## src/rtl/multicycle_shift_unit_if.sv

```systemverilog
// Start/busy/done bus for the multi-cycle shifter.
// The master drives the request side and the slave (the shifter) drives the status side.
interface multicycle_shift_unit_if #(
  parameter int N  = 32,
  parameter int SW = $clog2(N)
);
  logic          start;
  logic          kill;
  logic [1:0]    mode;
  logic [N-1:0]  a;
  logic [SW-1:0] shamt;
  logic          busy;
  logic          done;
  logic [N-1:0]  result;

  modport master (
    output start, kill, mode, a, shamt,
    input  busy, done, result
  );

  modport slave (
    input  start, kill, mode, a, shamt,
    output busy, done, result
  );
endinterface

```

## src/rtl/multicycle_shift_unit.sv

```systemverilog
// Multi-cycle shifter for the EX stage: SLL/SRL/SRA/ROL by a run-time amount,
// STEP bits per cycle, with a start/busy/done handshake and a flush kill.
module multicycle_shift_unit #(
  parameter int N    = 32,
  parameter int STEP = 1,
  parameter int SW   = $clog2(N)
) (
  input  logic clk,
  input  logic rst,
  multicycle_shift_unit_if.slave bus
);

  typedef enum logic [1:0] {S_IDLE, S_SHIFT, S_DONE} state_t;

  localparam logic [1:0]  M_SLL  = 2'b00;
  localparam logic [1:0]  M_SRL  = 2'b01;
  localparam logic [1:0]  M_SRA  = 2'b10;
  localparam logic [SW:0] STEP_W = (SW+1)'(STEP);
  localparam logic [SW:0] N_W    = (SW+1)'(N);

  state_t        r_state;
  logic [N-1:0]  r_data;
  logic [N-1:0]  r_result;
  logic [SW-1:0] r_rem;
  logic [1:0]    r_mode;
  logic          r_busy;
  logic          r_done;

  logic [SW-1:0] w_s;
  logic [SW:0]   w_rot_back;
  logic [N-1:0]  w_next;

  // Per-cycle shift amount is min(STEP, remaining); the remainder never exceeds
  // N-1, so the STEP==N case always picks the remainder.
  always_comb begin
    w_s = r_rem;
    if ({1'b0, r_rem} >= STEP_W)
      w_s = STEP_W[SW-1:0];
  end

  // One shift step of the captured data by w_s in the captured mode.
  always_comb begin
    w_rot_back = N_W - {1'b0, w_s};
    w_next     = r_data;
    case (r_mode)
      M_SLL:   w_next = r_data << w_s;
      M_SRL:   w_next = r_data >> w_s;
      // Arithmetic shift keeps replicating the MSB captured at start.
      M_SRA:   w_next = N'($signed(r_data) >>> w_s);
      default: w_next = (r_data << w_s) | (r_data >> w_rot_back);
    endcase
  end

  // Control FSM plus data/remaining/result registers; reset beats kill beats start.
  always_ff @(posedge clk) begin
    if (rst) begin
      r_state  <= S_IDLE;
      r_data   <= '0;
      r_result <= '0;
      r_rem    <= '0;
      r_mode   <= '0;
      r_busy   <= 1'b0;
      r_done   <= 1'b0;
    end else if (bus.kill) begin
      // Flush: drop whatever is in flight, keep the last completed result.
      r_state <= S_IDLE;
      r_busy  <= 1'b0;
      r_done  <= 1'b0;
    end else begin
      case (r_state)
        S_IDLE: begin
          if (bus.start) begin
            r_data <= bus.a;
            r_mode <= bus.mode;
            r_rem  <= bus.shamt;
            r_busy <= 1'b1;
            if (bus.shamt == '0) begin
              r_state <= S_DONE;
              r_done  <= 1'b1;
            end else begin
              r_state <= S_SHIFT;
            end
          end
        end
        S_SHIFT: begin
          r_data <= w_next;
          r_rem  <= r_rem - w_s;
          if (r_rem == w_s) begin
            r_state <= S_DONE;
            r_done  <= 1'b1;
          end
        end
        S_DONE: begin
          // Commit only when the done cycle was not killed (kill branch above).
          r_result <= r_data;
          r_state  <= S_IDLE;
          r_busy   <= 1'b0;
          r_done   <= 1'b0;
        end
        default: begin
          r_state <= S_IDLE;
          r_busy  <= 1'b0;
          r_done  <= 1'b0;
        end
      endcase
    end
  end

  // kill gates done combinationally so a flush in the DONE cycle never
  // presents a result; otherwise the fresh data is visible during done.
  assign bus.busy   = r_busy;
  assign bus.done   = r_done & ~bus.kill;
  assign bus.result = (r_done && !bus.kill) ? r_data : r_result;

endmodule

```

## src/flat_wrapper.sv

```systemverilog
// flat-port wrapper written by rule: the top's interface ports become plain ports
module multicycle_shift_unit_flat 
#(
  parameter int N    = 32,
  parameter int STEP = 1,
  parameter int SW   = $clog2(N)
)
  (clk, rst, bus_start, bus_kill, bus_mode, bus_a, bus_shamt, bus_busy, bus_done, bus_result);
  multicycle_shift_unit_if #(.N(N), .SW(SW)) bus_i ();
  input  logic clk;
  input  logic rst;
  input wire logic [$bits(bus_i.start)-1:0] bus_start;
  input wire logic [$bits(bus_i.kill)-1:0] bus_kill;
  input wire logic [$bits(bus_i.mode)-1:0] bus_mode;
  input wire logic [$bits(bus_i.a)-1:0] bus_a;
  input wire logic [$bits(bus_i.shamt)-1:0] bus_shamt;
  output wire logic [$bits(bus_i.busy)-1:0] bus_busy;
  output wire logic [$bits(bus_i.done)-1:0] bus_done;
  output wire logic [$bits(bus_i.result)-1:0] bus_result;
  assign bus_i.start = bus_start;
  assign bus_i.kill = bus_kill;
  assign bus_i.mode = bus_mode;
  assign bus_i.a = bus_a;
  assign bus_i.shamt = bus_shamt;
  assign bus_busy = bus_i.busy;
  assign bus_done = bus_i.done;
  assign bus_result = bus_i.result;
  multicycle_shift_unit #(.N(N), .STEP(STEP), .SW(SW)) u_core (.clk(clk), .rst(rst), .bus(bus_i));
endmodule
```

## config.mk

```make
export PLATFORM = sky130hd
export DESIGN_NAME = multicycle_shift_unit_flat
export DESIGN_NICKNAME = d
export VERILOG_FILES = /design/src/rtl/multicycle_shift_unit_if.sv /design/src/rtl/multicycle_shift_unit.sv /design/src/flat_wrapper.sv
export SDC_FILE = /design/constraint.sdc
export NUM_CORES = 1
export LEC_CHECK = 0
export CAP_MARGIN = 20
export CORE_MARGIN = 2
export CORE_UTILIZATION = 54
export DETAILED_ROUTE_END_ITERATION = 10
export GPL_TIMING_DRIVEN = 0
export PLACE_DENSITY = 0.83
export SLEW_MARGIN = 20
export SYNTH_ARGS = -nofsm -noshare
export SYNTH_HDL_FRONTEND = slang
export SYNTH_SLANG_ARGS = --single-unit
```

## constraint.sdc

```tcl
create_clock -name clk -period 3.3 [get_ports clk]
set_clock_uncertainty 0.1 [all_clocks]
set_input_delay 0.495 -clock clk [delete_from_list [all_inputs] [get_ports clk]]
set_output_delay 0.495 -clock clk [all_outputs]
set_load 0.005 [all_outputs]
```

==> flow_summary.yaml <==
hold_path:
  whs_endpoint: "u_core.r_result[13]$_SDFFE_PP0P_"
  hold_path_depth: 2
  min_path_type: "reg -> reg"
  hold_start: "u_core.r_result[13]$_SDFFE_PP0P_"
clock_network:
  clockBufferDepth: 2
  worstSkewPairLatency_ns: 0.36
  cts_made_buffers: 9
  postCtsSetupBuffers: 0
  cts_max_level: 3
  clk_pin_slew_worst_paths_ns: 0.09
  cts.root.buffer_cell: "clkbuf_8"
  cts_hold_buffers: 0
  cts_sinks: 75
  cts_tree: "yes"
synth:
  syn_nets: 675
  yosys.cell_types.count: 61
  yosys_warnings: 0
  synth_area_sq_um: 4750
  async_reset_ff_share_pct: 0
  synth_edf_count: 0
  synthFlopType: "dfxtp_1"
  synth_cells: 629
  ys_seq_elements: 75
  ys_seq_area_share_pct: 31.6
  synth_area_per_cell_sq_um: 7.55
timing:
  period_minus_slack_ns: 3.19
  finalCritPeriodShare_pct: 96.5
  hold_viol: 0
  relSlewSlack_pct: 47.5
  tightest_slew_ns: 0.787
  setup_violations: 0
  whs_ns: 0.354
  grt_setup_unrepaired: "true"
  timing.final.max_slew_violations: 0
  clock.fmax_mhz: 314
routing:
  vias_per_cell: 6.50
  avgRoutedWirePerCell_um: 21.2
  routed-via-count: 5376
  drc: 0
  dr.pass1.iters: 7
  postRouteAntennaNets: 0
  wirelength_mm: 17.6
  drt_iter0_drc: 449
place:
  hpwl_mm: 12.5
  port_buffers: 76
  dp.cells: 813
  globalplace.congestion: 0.990
floorplanning:
  start_util_pct: 55.0
  ios: 77
  design.core.area_sq_um: 8640
  rows: 34
  die_h_um: 97.8
  die-width_um: 97.8
  dieArea_sq_um: 9570
global_route:
  antenna_found_initial: 0
  grt_pass1_wl_mm: 27.7
  grt_overflow: 0
  grt_max_degree: 13
  grt_use_total_pct: 36.9
  grt_pass1_vias: 5139
job:
  drv_cap: 0
setup_path:
  r2r_cells: 12
  worstSetupPathType: "reg -> reg"
  rr_endpoint: "u_core.r_data[16]$_SDFFE_PP0P_"
  crit_arrival_ns: 3.30
  crit_path_max_fanout: 10
  start_kind: "flop"
  cp-end-kind: "flop"
  r2r_start: "u_core.r_rem[3]$_SDFFE_PP0P_"
  r2r_slack_ns: 0.11
  cp_data_required_time_ns: 3.41
finish:
  nFillCells: 760
  antenna_cells: 0
  instances_no_fill: 827
  nets: 761
  area_growth_syn_to_layout_pct: 23.9
  drive_above_1_share_pct: 14.6
power_and_ir_drop:
  power_leakage_uw: 0.00216
  vdd_drop_max_mv: 0.283
  total_power_uw: 2470
  power-per-cell-area_nw_per_um2: 419
run_status:
  status: "finished clean"
[area by class of cell]
| class | instances | area [sq um] | share of cell area, % |
|---|---|---|---|
| timing repair buffer | 76 | 761 | 12.9 |
| clock buffer | 10 | 138 | 2.34 |
| multi-input combinational | 483 | 2930 | 49.8 |
| buffer | 61 | 307 | 5.21 |
| tap | 108 | 135 | 2.30 |
| clock inverter | 5 | 77.6 | 1.32 |
| sequential | 75 | 1500 | 25.5 |
| inverter | 9 | 33.8 | 0.574 |
[logic make-up (layout without fill, tap and decap cells)]
| kind of cell | Yosys count | count (layout) | share of synthesized area [%] |
|---|---|---|---|
| simple gates | 219 | 219 | 20.6 |
| compound gates | 203 | 203 | 25.8 |
| flops | 75 | 75 | 31.6 |
| buf+inv | 71 | 161 | 7.11 |
| mux | 55 | 55 | 13.3 |
| fa+ha+maj | 3 | 3 | 0.790 |
| xor+xnor | 2 | 2 | 0.764 |
| other cells | 1 | 1 | 0.0789 |
[power by group]
group | internal, uW | switching, uW
registers | 944 | 75.6
clock network | 440 | 368
logic | 256 | 384
[metal layers]
metal  global-route usage (%)  vias to the layer above  wire (um)
met5                        0                        -          0
met4                     15.9                        0        636
met3                     6.44                       54       1670
met2                     58.7                      351       7960
met1                     49.5                     2530       7290
li1                         -                     2441          -
[critical path: stages, from the launching register on]
cell      delay [ns]
dfxtp_1         0.38
nor4_4          0.43
nand2_2         0.19
clkinv_1        0.09
buf_2           0.29
ha_1            0.28
buf_2           0.19
buf_2           0.21
buf_4           0.21
mux2i_1         0.23
o22ai_1         0.11
a221oi_1        0.26
nor4_1          0.07
[stage by stage]
step	cell area, sq um	util (%)	setup slack, ns	setup TNS [ns]
finish	5890	68.2	0.114	0
global route	5890	68.2	-0.0538	-0.0538
CTS	5870	68.0	0.0852	0
detailed placement	5650	65.5	-0.265	-6.90
global placement	5650	65.4	-0.232	-6.11
floorplan	4750	-	0.674	0
[worst max path at each step]
stage	start	end	slack, ns	depth (start not counted)
2_1_floorplan	u_core.r_rem[3]$_SDFFE_PP0P_	u_core.r_data[19]$_SDFFE_PP0P_	0.67	11
3_3_place_gp	bus_kill	bus_result[13]	-0.23	6
3_5_place_dp	bus_kill	bus_result[13]	-0.27	6
4_1_cts	u_core.r_rem[3]$_SDFFE_PP0P_	u_core.r_data[13]$_SDFFE_PP0P_	0.09	11
5_1_grt	u_core.r_rem[0]$_SDFFE_PP0P_	u_core.r_data[19]$_SDFFE_PP0P_	-0.05	11
6_report	u_core.r_rem[3]$_SDFFE_PP0P_	u_core.r_data[16]$_SDFFE_PP0P_	0.11	12
[repair_timing]
action	CTS	global route
resized for setup	4	7
hold endpoints to repair	0	0
gates cloned	0	0
setup endpoints to repair	29	6
[synthesized netlist by cell type (all sizes together) (2+ instances only)]
cell / n / area (sq um)
a31o: 2 / 17.5
o311ai: 2 / 17.5
a2111oi: 3 / 32.5
nor4: 10 / 77.6
clkbuf: 34 / 128
a21o: 2 / 15.0
a311oi: 11 / 96.3
a31oi: 6 / 37.5
a21oi: 87 / 435
o221ai: 2 / 17.5
nand3: 6 / 30.0
ha: 3 / 37.5
o22ai: 11 / 68.8
mux2: 45 / 507
or2: 2 / 12.5
nand2: 116 / 438
inv: 8 / 30.0
o41ai: 2 / 17.5
nor3: 26 / 130
nand2b: 5 / 31.3
o211ai: 4 / 30.0
nor2b: 4 / 25.0
or4: 3 / 22.5
o31ai: 3 / 22.5
mux2i: 8 / 80.1
dfxtp: 75 / 1500
mux4: 2 / 45.0
o21ai: 47 / 235
a22oi: 2 / 15.0
buf: 27 / 168
a211oi: 6 / 50.1
o211a: 4 / 40.0
nor2: 37 / 139
nand4: 2 / 12.5
o21a: 2 / 15.0
nand3b: 2 / 15.0
a221oi: 3 / 26.3
[registers in the layout (all words and copies together) (netlist names)]
| signal | count |
|---|---|
| u_core.bus.busy | 1 |
| u_core.r_data | 32 |
| u_core.r_done | 1 |
| u_core.r_mode | 2 |
| u_core.r_rem | 5 |
| u_core.r_result | 32 |
| u_core.r_state | 2 |
[layout by cell type, fill, tap and decap left out, types with 3 or more instances in the layout]
cell / Yosys / routed
a2111oi_2: 1 / 3
a211oi_1: 5 / 5
a21oi_1: 87 / 87
a221oi_1: 3 / 3
a311oi_1: 11 / 11
a31oi_1: 6 / 6
buf_2: 17 / 17
buf_4: 4 / 4
buf_6: 4 / 4
clkbuf_1: 34 / 29
clkbuf_2: 0 / 5
clkbuf_8: 0 / 10
clkdlybuf4s50_1: 0 / 76
dfxtp_1: 75 / 75
ha_1: 3 / 3
inv_1: 8 / 8
mux2_2: 45 / 45
mux2i_1: 8 / 8
nand2_1: 115 / 115
nand2b_1: 5 / 4
nand3_1: 6 / 6
nor2_1: 37 / 37
nor2b_1: 4 / 4
nor3_1: 26 / 26
nor4_1: 9 / 9
o211a_1: 4 / 4
o211ai_1: 4 / 4
o21ai_0: 43 / 43
o21ai_1: 4 / 4
o22ai_1: 11 / 11
o31ai_1: 3 / 3
or4_1: 3 / 3
Power figures use the tool's default switching activity.
